$ cat src/rtl/iiitb_fetch_queue_if.sv
// Fetch-queue bundle: instruction-memory read port, redirect from execute,
// and the valid/ready instruction handoff to decode.
interface iiitb_fetch_queue_if #(
  parameter int AW = 5
);
  logic          imem_req;
  logic [AW-1:0] imem_addr;
  logic [31:0]   imem_rdata;
  logic          redirect_valid;
  logic [31:0]   redirect_pc;
  logic          id_ready;
  logic          if_valid;
  logic [31:0]   if_instr;
  logic [31:0]   if_pc;

  modport master (
    output imem_req, imem_addr, if_valid, if_instr, if_pc,
    input  imem_rdata, redirect_valid, redirect_pc, id_ready
  );

  modport slave (
    input  imem_req, imem_addr, if_valid, if_instr, if_pc,
    output imem_rdata, redirect_valid, redirect_pc, id_ready
  );
endinterface

$ cat src/rtl/iiitb_fetch_queue.sv
// Instruction fetch front-end: PC generation, sync-read imem issue and an in-order
// {instr, pc} queue to decode. Optional starvation counter under IFQ_STALL_COUNT_EN.
module iiitb_fetch_queue #(
  parameter int          DEPTH    = 4,
  parameter int          AW       = 5,
  parameter logic [31:0] RESET_PC = 32'd0
) (
  input  logic               clk,
  input  logic               rst_n,
  iiitb_fetch_queue_if.master bus
`ifdef IFQ_STALL_COUNT_EN
  ,
  output logic [15:0]        stall_cycles
`endif
);
  localparam int PW = $clog2(DEPTH);
  localparam int CW = PW + 1;

  logic [31:0]   r_fetch_pc;
  logic          r_inflight;
  logic [31:0]   r_inflight_pc;
  logic [PW-1:0] r_rd_ptr;
  logic [PW-1:0] r_wr_ptr;
  logic [CW-1:0] r_count;
  logic [31:0]   r_instr_q [DEPTH];
  logic [31:0]   r_pc_q    [DEPTH];

  logic          w_redirect;
  logic          w_if_valid;
  logic          w_pop;
  logic          w_push;
  logic          w_issue;
  logic [CW:0]   w_occ;

  assign w_redirect = bus.redirect_valid;
  assign w_if_valid = (r_count != '0) & ~w_redirect;
  assign w_pop      = w_if_valid & bus.id_ready;
  assign w_push     = r_inflight & ~w_redirect;
  // Occupancy after this cycle's pop; pop implies count >= 1, so no underflow.
  assign w_occ      = (CW+1)'(r_count) + (CW+1)'(r_inflight) - (CW+1)'(w_pop);
  // rst_n gate keeps the request low while reset is asserted.
  assign w_issue    = rst_n & ~w_redirect & (w_occ < (CW+1)'(DEPTH));

  assign bus.imem_req  = w_issue;
  assign bus.imem_addr = r_fetch_pc[AW-1:0];
  assign bus.if_valid  = w_if_valid;
  assign bus.if_instr  = r_instr_q[r_rd_ptr];
  assign bus.if_pc     = r_pc_q[r_rd_ptr];

  always_ff @(posedge clk or negedge rst_n) begin
    if (!rst_n) begin
      r_fetch_pc    <= RESET_PC;
      r_inflight    <= 1'b0;
      r_inflight_pc <= '0;
    end else begin
      r_inflight <= w_issue;
      if (w_redirect) begin
        r_fetch_pc <= bus.redirect_pc;
      end else if (w_issue) begin
        r_fetch_pc    <= r_fetch_pc + 32'd1;
        r_inflight_pc <= r_fetch_pc;
      end
    end
  end

  always_ff @(posedge clk or negedge rst_n) begin
    if (!rst_n) begin
      r_rd_ptr <= '0;
      r_wr_ptr <= '0;
      r_count  <= '0;
    end else if (w_redirect) begin
      r_rd_ptr <= '0;
      r_wr_ptr <= '0;
      r_count  <= '0;
    end else begin
      if (w_push) r_wr_ptr <= r_wr_ptr + PW'(1);
      if (w_pop)  r_rd_ptr <= r_rd_ptr + PW'(1);
      r_count <= r_count + CW'(w_push) - CW'(w_pop);
    end
  end

  always_ff @(posedge clk or negedge rst_n) begin
    if (!rst_n) begin
      for (int i = 0; i < DEPTH; i++) begin
        r_instr_q[i] <= '0;
        r_pc_q[i]    <= '0;
      end
    end else if (w_push) begin
      r_instr_q[r_wr_ptr] <= bus.imem_rdata;
      r_pc_q[r_wr_ptr]    <= r_inflight_pc;
    end
  end

`ifdef IFQ_STALL_COUNT_EN
  logic [15:0] r_stall;

  // Decode ready but nothing to hand over; saturates, survives redirects.
  always_ff @(posedge clk or negedge rst_n) begin
    if (!rst_n) begin
      r_stall <= '0;
    end else if (bus.id_ready & ~w_if_valid & (r_stall != 16'hFFFF)) begin
      r_stall <= r_stall + 16'd1;
    end
  end

  assign stall_cycles = r_stall;
`endif
endmodule

$ cat src/flat_wrapper.sv
// flat-port wrapper written by rule: the top's interface ports become plain ports
module iiitb_fetch_queue_flat 
#(
  parameter int          DEPTH    = 4,
  parameter int          AW       = 5,
  parameter logic [31:0] RESET_PC = 32'd0
)
  (clk, rst_n, bus_imem_req, bus_imem_addr, bus_if_valid, bus_if_instr, bus_if_pc, bus_imem_rdata, bus_redirect_valid, bus_redirect_pc, bus_id_ready);
  iiitb_fetch_queue_if #(.AW(AW)) bus_i ();
  input  logic clk;
  input  logic rst_n;
  output wire logic [$bits(bus_i.imem_req)-1:0] bus_imem_req;
  output wire logic [$bits(bus_i.imem_addr)-1:0] bus_imem_addr;
  output wire logic [$bits(bus_i.if_valid)-1:0] bus_if_valid;
  output wire logic [$bits(bus_i.if_instr)-1:0] bus_if_instr;
  output wire logic [$bits(bus_i.if_pc)-1:0] bus_if_pc;
  input wire logic [$bits(bus_i.imem_rdata)-1:0] bus_imem_rdata;
  input wire logic [$bits(bus_i.redirect_valid)-1:0] bus_redirect_valid;
  input wire logic [$bits(bus_i.redirect_pc)-1:0] bus_redirect_pc;
  input wire logic [$bits(bus_i.id_ready)-1:0] bus_id_ready;
  assign bus_imem_req = bus_i.imem_req;
  assign bus_imem_addr = bus_i.imem_addr;
  assign bus_if_valid = bus_i.if_valid;
  assign bus_if_instr = bus_i.if_instr;
  assign bus_if_pc = bus_i.if_pc;
  assign bus_i.imem_rdata = bus_imem_rdata;
  assign bus_i.redirect_valid = bus_redirect_valid;
  assign bus_i.redirect_pc = bus_redirect_pc;
  assign bus_i.id_ready = bus_id_ready;
  iiitb_fetch_queue #(.DEPTH(DEPTH), .AW(AW), .RESET_PC(RESET_PC)) u_core (.clk(clk), .rst_n(rst_n), .bus(bus_i));
endmodule
$ cat config.mk
export PLATFORM = sky130hd
export DESIGN_NAME = iiitb_fetch_queue_flat
export DESIGN_NICKNAME = d
export VERILOG_FILES = /design/src/rtl/iiitb_fetch_queue_if.sv /design/src/rtl/iiitb_fetch_queue.sv /design/src/flat_wrapper.sv
export SDC_FILE = /design/constraint.sdc
export NUM_CORES = 1
export LEC_CHECK = 0
export BUFFER_PORTS_ARGS = -buffer_cell sky130_fd_sc_hd__buf_4
export CELL_PAD_IN_SITES_DETAIL_PLACEMENT = 1
export CELL_PAD_IN_SITES_GLOBAL_PLACEMENT = 1
export CORE_MARGIN = 4
export CORE_UTILIZATION = 50
export DETAILED_ROUTE_END_ITERATION = 7
export PLACE_DENSITY = 0.77
export SYNTH_ARGS = -nofsm -noshare
export SYNTH_HDL_FRONTEND = slang
export SYNTH_SLANG_ARGS = --single-unit
$ cat constraint.sdc
create_clock -name clk -period 4.16 [get_ports clk]
set_input_delay 0.416 -clock clk [delete_from_list [all_inputs] [get_ports clk]]
set_output_delay 0.416 -clock clk [all_outputs]
set_load 0.01 [all_outputs]
==> impl_metrics.yaml, run 1 <==
status:
  status: "finished clean"
cells_and_area:
  syn2layout_area_growth_pct: 18.94
  stdcell_count: 1522
  fill_cells: 2720
  utilization_pct: 60.45
  drive_above_1_share_pct: 51.05
  layout.nets: 1189
  n_antenna_cell: 0
clocking:
  root_buffer: "clkbuf_16"
  cts_inserted_buffers: 37
  clock_latency_ns: 0.51
  clockBufferDepth: 3
  path_clk_slew_ns: 0.06
  post_cts_buffers: 0
  cts.sink_count: 328
  htreeDepth: 2
  cts_tree: "built"
sta:
  setup_tns_ns: 0
  rsz0062_at_grt: "no"
  slew_headroom_pct: 35.53
  timing.fmax_mhz: 255.3
  skew_ns: 0.01210
  finalCriticalPeriod_ns: 3.917
  fin_crit_sh_pct: 94.16
  tightest_slew_ns: 0.9670
  setup_violations: 0
  maxSlewViolCount: 0
  hold_viol_final: 0
synth:
  synth_simple_gate_area_share_pct: 4.436
  seq_area_frac_synth_pct: 55.96
  ys.flop_type: "dfrtp_1"
  syn_avg_cell_area_um2: 14.97
  ys_warn_count: 0
  ys_types: 51
  syn_nets: 1059
  synth_fa_ha_area_share_pct: 0.9896
  synthesis.area_um2: 14670
  synth_top_family_by_area: "multiplexers"
  syn-instance-count: 980
  synth.mux.area_fraction_pct: 32.43
  synth-xor-area-share_pct: 1.135
  synth_compound_gate_area_share_pct: 2.756
  synth_edf_count: 0
  synthArstFlopShare_pct: 100.0
  synth_seq_cells: 328
critical_path:
  rr_worst_depth: 11
  r2r_slack_ns: 0.58
  cp.arrival_ns: 3.50
  r2r-end: "u_core.r_fetch_pc[24]$_DFFE_PN0P_"
  crit_required_ns: 3.74
  startpoint_type: "register"
  path_class: "register to output pin"
  r2r_start: "u_core.r_count[1]$_DFF_PN0_"
  crit_fanout: 16
  crit_start: "u_core.r_count[1]$_DFF_PN0_"
  end_kind: "output pin"
drt:
  first_pass_iters: 6
  antenna_left: 0
  drc_errors: 0
  via_count: 8826
  wl_per_cell_um: 22.01
  viasPerCell: 5.799
  routed_wl_um: 33500
  drt-initial-drc-count: 453
placement:
  dpl.hpwl_um: 21010
  placed_cells: 1454
  io_buffers: 138
  gp_congestion: 0.7738
flow_run:
  maxCapViolCount: 0
power_and_ir_drop:
  p_leak_nw: 8.061
  ir_drop_mv: 0.3925
  power_density_nw_per_um2: 688.4
min_path:
  hold_depth: 2
  min_from: "bus_redirect_pc[20]"
  min_to: "u_core.r_fetch_pc[20]$_DFFE_PN0P_"
  min-delay-path-class: "primary input to register"
die:
  dieArea_um2: 32140
  die_y_um: 179.3
  core_area_um2: 28860
  initial_utilization_pct: 50.82
  io_pins: 139
  die_x_um: 179.3
  core.rowCount: 62
grt:
  grt_start_max_net_pins: 183
  grt_pass1_vias: 9642
  grt_usage_pct: 21.49
  grt_pass1_wl_um: 54430
  grt_overflow: 0
  antenna_found_initial: 0
## area by class of cell
cell class                 count  area, um2  area share [%]
tap                          384      480.5           2.754
timing repair buffer         157       1276           7.316
inverter                      13      48.80          0.2797
clock buffer                  50       1045           5.989
sequential                   328       8213           47.08
clock inverter                17      226.5           1.298
multi-input combinational    573       6155           35.28
## worst max path at each step
stage | end | slack [ns] | cells after the start
after floorplan | u_core.r_inflight_pc[22]$_DFFE_PN0P_ | 0.52 | 14
after global placement | u_core.r_inflight_pc[2]$_DFFE_PN0P_ | 0.71 | 12
after detailed placement | u_core.r_inflight_pc[19]$_DFFE_PN0P_ | 0.59 | 12
after CTS | bus_imem_req | 0.06 | 11
after global routing | bus_imem_req | 0.01 | 11
final | bus_imem_req | 0.24 | 11
## synth_stat cells, types with 2 or more instances
cell	n	area [um2]
nor2b_1	8	50.05
nand4_1	9	56.30
xor2_1	7	61.31
xnor2_1	12	105.1
o21ai_0	20	100.1
and3_1	3	18.77
a22oi_1	4	30.03
inv_1	11	41.29
and2_1	2	12.51
nor3_1	2	10.01
o2111ai_1	4	35.03
buf_2	2	10.01
or2_2	2	12.51
clkinv_1	2	7.510
a21oi_1	6	30.03
nand3_1	20	100.1
mux2_2	289	3254
nand2_1	33	123.9
or3_1	6	37.54
ha_1	10	125.1
o211ai_1	4	30.03
mux2i_1	6	60.06
buf_4	8	60.06
nor3b_1	2	15.01
buf_1	10	37.54
and4_1	3	26.28
mux4_2	64	1441
a31oi_1	5	31.28
o21ai_1	3	15.01
nor4_1	4	25.02
nor2_1	17	63.81
or4_1	6	45.04
dfrtp_1	328	8208
clkbuf_1	45	168.9
a2111oi_1	4	40.04
a211oi_1	4	30.03
## what timing repair did
action | 4_1_cts | 5_1_grt
hold endpoints to repair | 42 | 0
endpoints found under the setup margin | 0 | 1
hold buffers | 1 | 0
gates resized for setup | 0 | 1
## placed cells by master (no fill, tap or decap), drive strengths merged, types with 6 or more instances in the layout
cell | Yosys | final
nand3 | 20 | 20
mux2 | 289 | 289
a21oi | 6 | 6
clkinv | 2 | 9
xnor2 | 12 | 12
xor2 | 7 | 7
nor2b | 8 | 8
or3 | 6 | 6
or4 | 7 | 7
nor2 | 17 | 17
buf | 21 | 156
nand2 | 33 | 33
o21ai | 23 | 23
inv | 11 | 14
ha | 10 | 10
clkbuf | 45 | 50
mux2i | 6 | 6
dfrtp | 328 | 328
nand4 | 9 | 9
mux4 | 64 | 64
## logic make-up (layout without fill, tap and decap cells)
family                     count (synthesis)  after routing
and+or+nand+nor                          123            123
DFF                                      328            328
xor gates and xnor gates                  19             19
buffers and inverters                     79            237
adders and majority gates                 11             11
muxes                                    359            359
AOI/OAI and AO/OA                         61             61
## flip-flops by register name, summed over array words and instances, names as in the netlist
register / count
u_core.r_fetch_pc: 32
u_core.r_rd_ptr: 2
u_core.r_wr_ptr: 2
u_core.r_inflight: 1
u_core.r_instr_q: 128
u_core.r_pc_q: 128
u_core.r_inflight_pc: 32
u_core.r_count: 3
## stage by stage
| stage | hold slack [ns] | area, um2 | power, mW | worst slack [ns] |
|---|---|---|---|---|
| after floorplan | 0.1204 | 14670 | 7.045 | 0.5183 |
| after global placement | 0.3516 | 16160 | 8.509 | 0.7077 |
| after detailed placement | 0.3513 | 16160 | 8.691 | 0.5949 |
| after CTS | 0.09564 | 17440 | 12.17 | 0.06373 |
| after global routing | 0.1086 | 17440 | 12.70 | 0.01046 |
| final | 0.1174 | 17440 | 12.01 | 0.2429 |
## power by group
part           switching (mW)  total, mW  internal (mW)
clock                    1.30       3.38           2.08
combinational            1.46       3.69           2.23
sequential              0.804       4.94           4.14
total                    3.56       12.0           8.44
## per-layer routing
| layer | track usage (%) | part of all wire (%) | vias to the layer above |
|---|---|---|---|
| met3 | 3.775 | 5.1 | 43 |
| met5 | 0 | 0 | - |
| met1 | 30.19 | 44 | 4685 |
| met4 | 4.729 | 1.8 | 0 |
| met2 | 35.49 | 49 | 180 |
| li1 | - | - | 3918 |
## worst max-delay path: stages, from the launching register on
cell and delay, ns:
dfrtp_1 0.42, nor3_1 0.31, nand2b_1 0.19, nor2_1 0.08, ha_1 0.19, inv_1 0.06, ha_1 0.22, and3b_4 0.19
or4_4 0.58, a21oi_1 0.24, and2_4 0.33, buf_4 0.17
Note: power is estimated with default switching activity, not from simulation.
==> run 2: changes to the inputs <==
==> constraint.sdc (replaced) <==
create_clock -name clk -period 4.62 [get_ports clk]
set_input_delay 0.462 -clock clk [delete_from_list [all_inputs] [get_ports clk]]
set_output_delay 0.462 -clock clk [all_outputs]
set_load 0.01 [all_outputs]
==> impl_metrics.yaml, run 2 (same netlist as run 1, synthesis figures left out) <==
placement:
  dpl.hpwl_um: 19990
  gp_congestion: 0.7874
  io_buffers: 138
  placed_cells: 1448
  placed_area_um2: 16050
sta:
  hold-worst-slack_ns: 0.1575
  setup_tns_ns: 0
  rsz0062_at_grt: "no"
  maxSlewViolCount: 0
  fin_crit_sh_pct: 89.26
  slew_headroom_pct: 28.64
  tightest_slew_ns: 1.070
  timing.fmax_mhz: 242.5
  skew_ns: 0.01235
  setup_violations: 0
  finalCriticalPeriod_ns: 4.124
  hold_viol_final: 0
grt:
  grt_overflow: 0
  grt_pass1_wl_um: 53140
  grt_usage_pct: 20.91
  grt_pass1_vias: 9611
  antenna_found_initial: 0
  grt_start_max_net_pins: 159
cells_and_area:
  layout.nets: 1184
  fill_cells: 2731
  largest_registers: "u_core.r_instr_q (128), u_core.r_pc_q (128)"
  final_common_cell: "dfrtp_1"
  final_area_um2: 17230
  mostFrequentLayoutCells: "dfrtp_1 (326), mux2_2 (289), buf_4 (147)"
  syn2layout_area_growth_pct: 17.45
  n_antenna_cell: 0
  stdcell_count: 1516
  drive_above_1_share_pct: 50.35
drt:
  drt-initial-drc-count: 353
  wl_per_cell_um: 21.56
  via_count: 8740
  first_pass_iters: 4
  routed_wl_um: 32680
  drc_errors: 0
  viasPerCell: 5.765
  antenna_left: 0
critical_path:
  path_class: "register to output pin"
  crit_top_cell: "ha_1"
  slowest_delay_ns: 0.57
  cp.arrival_ns: 3.66
  crit_required_ns: 4.16
  startpoint_type: "register"
  crit_fanout: 16
  path_cells: "nor3_1 -> nand2b_1 -> nor2_1 -> ha_1 -> inv_1 -> ha_1 -> and3b_4 -> or4_4 -> a21oi_1 -> and2_2 -> buf_4"
  slowest_stage: "or4_4"
  end_kind: "output pin"
clocking:
  htreeDepth: 2
  root_buffer: "clkbuf_16"
  cts_inserted_buffers: 38
  path_clk_slew_ns: 0.06
  cts_resized: 0
  clockBufferDepth: 3
  ctsHoldBuffers: 1
  post_cts_buffers: 0
  cts.sink_count: 328
  clock_latency_ns: 0.51
  cts_tree: "built"
die:
  die_y_um: 179.3
  dieArea_um2: 32140
  die_x_um: 179.3
  core.rowCount: 62
  initial_utilization_pct: 50.82
  io_pins: 139
  core_area_um2: 28860
power_and_ir_drop:
  p_leak_nw: 7.945
  power_density_nw_per_um2: 608.4
  ir_drop_mv: 0.2854
  p_total_mw: 10.48
status:
  status: "finished clean"
min_path:
  min-delay-path-class: "primary input to register"
flow_run:
  maxCapViolCount: 0
run 2: cell types whose count changed in the layout (fill, tap and decap cells not counted), moves of 2 or more:
cell       before  now
clkbuf_16      37   39
clkbuf_1        6   11
buf_12          7    2
bufinv_16       5    0
clkbuf_8        7    5
run 2: path summary, 6_finish.rpt:
| kind | startpoint | to | slack (ns) | cells after the start |
|---|---|---|---|---|
| min in group asynchronous | rst_n | u_core.r_instr_q[33]$_DFFE_PN0P_ | 0.49 | 2 |
| setup reg to reg | u_core.r_count[1]$_DFF_PN0_ | u_core.r_inflight_pc[6]$_DFFE_PN0P_ | 0.94 | 12 |
| hold / removal | bus_redirect_pc[5] | u_core.r_fetch_pc[5]$_DFFE_PN0P_ | 0.16 | 3 |
| hold reg to reg | u_core.r_instr_q[34]$_DFFE_PN0P_ | u_core.r_instr_q[34]$_DFFE_PN0P_ | 0.50 | 1 |
| setup / recovery | u_core.r_count[1]$_DFF_PN0_ | bus_imem_req | 0.50 | 11 |
| max in group asynchronous | rst_n | u_core.r_fetch_pc[27]$_DFFE_PN0P_ | 2.11 | 4 |
run 2: stage by stage:
stage                     setup slack, ns  utilization [%]
after detailed placement           0.9321            55.63
after CTS                          0.4535            59.69
after global placement              1.029            55.63
after floorplan                    0.9322                -
after global routing               0.2546            59.69
final                              0.4961            59.69
run 2: power breakdown:
part           switching, mW  leakage, nW  internal (mW)
logic                   1.28         3.14           1.98
registers              0.714         4.24           3.72
clock network           1.15        0.566           1.64
run 2: layout make-up:
class	instances	area [um2]	area share [%]
inverters	13	48.80	0.2833
flip-flops and latches	328	8213	47.68
clock buffers	55	1086	6.305
clock inverters	12	75.07	0.4358
repair buffers	151	1169	6.784
multi-input cells	573	6153	35.72
well taps	384	480.5	2.789
run 2: layer usage:
layer / share of wire (%) / wire (um) / global-route usage (%) / vias up
li1: - / - / - / 3888
met1: 46 / 15010 / 29.93 / 4642
met2: 48 / 15730 / 34.01 / 167
met3: 4.1 / 1342 / 3.163 / 43
met4: 1.8 / 590 / 5.078 / 0
met5: 0 / 0 / 0 / -
run 2: worst max-delay path, delay by kind of cell (launching register included):
kind | cells | cell delay, ns
and+or+nand+nor | 6 | 1.75
DFF | 1 | 0.43
adders and majority gates | 2 | 0.39
AOI/OAI and AO/OA | 1 | 0.32
buffers and inverters | 2 | 0.26
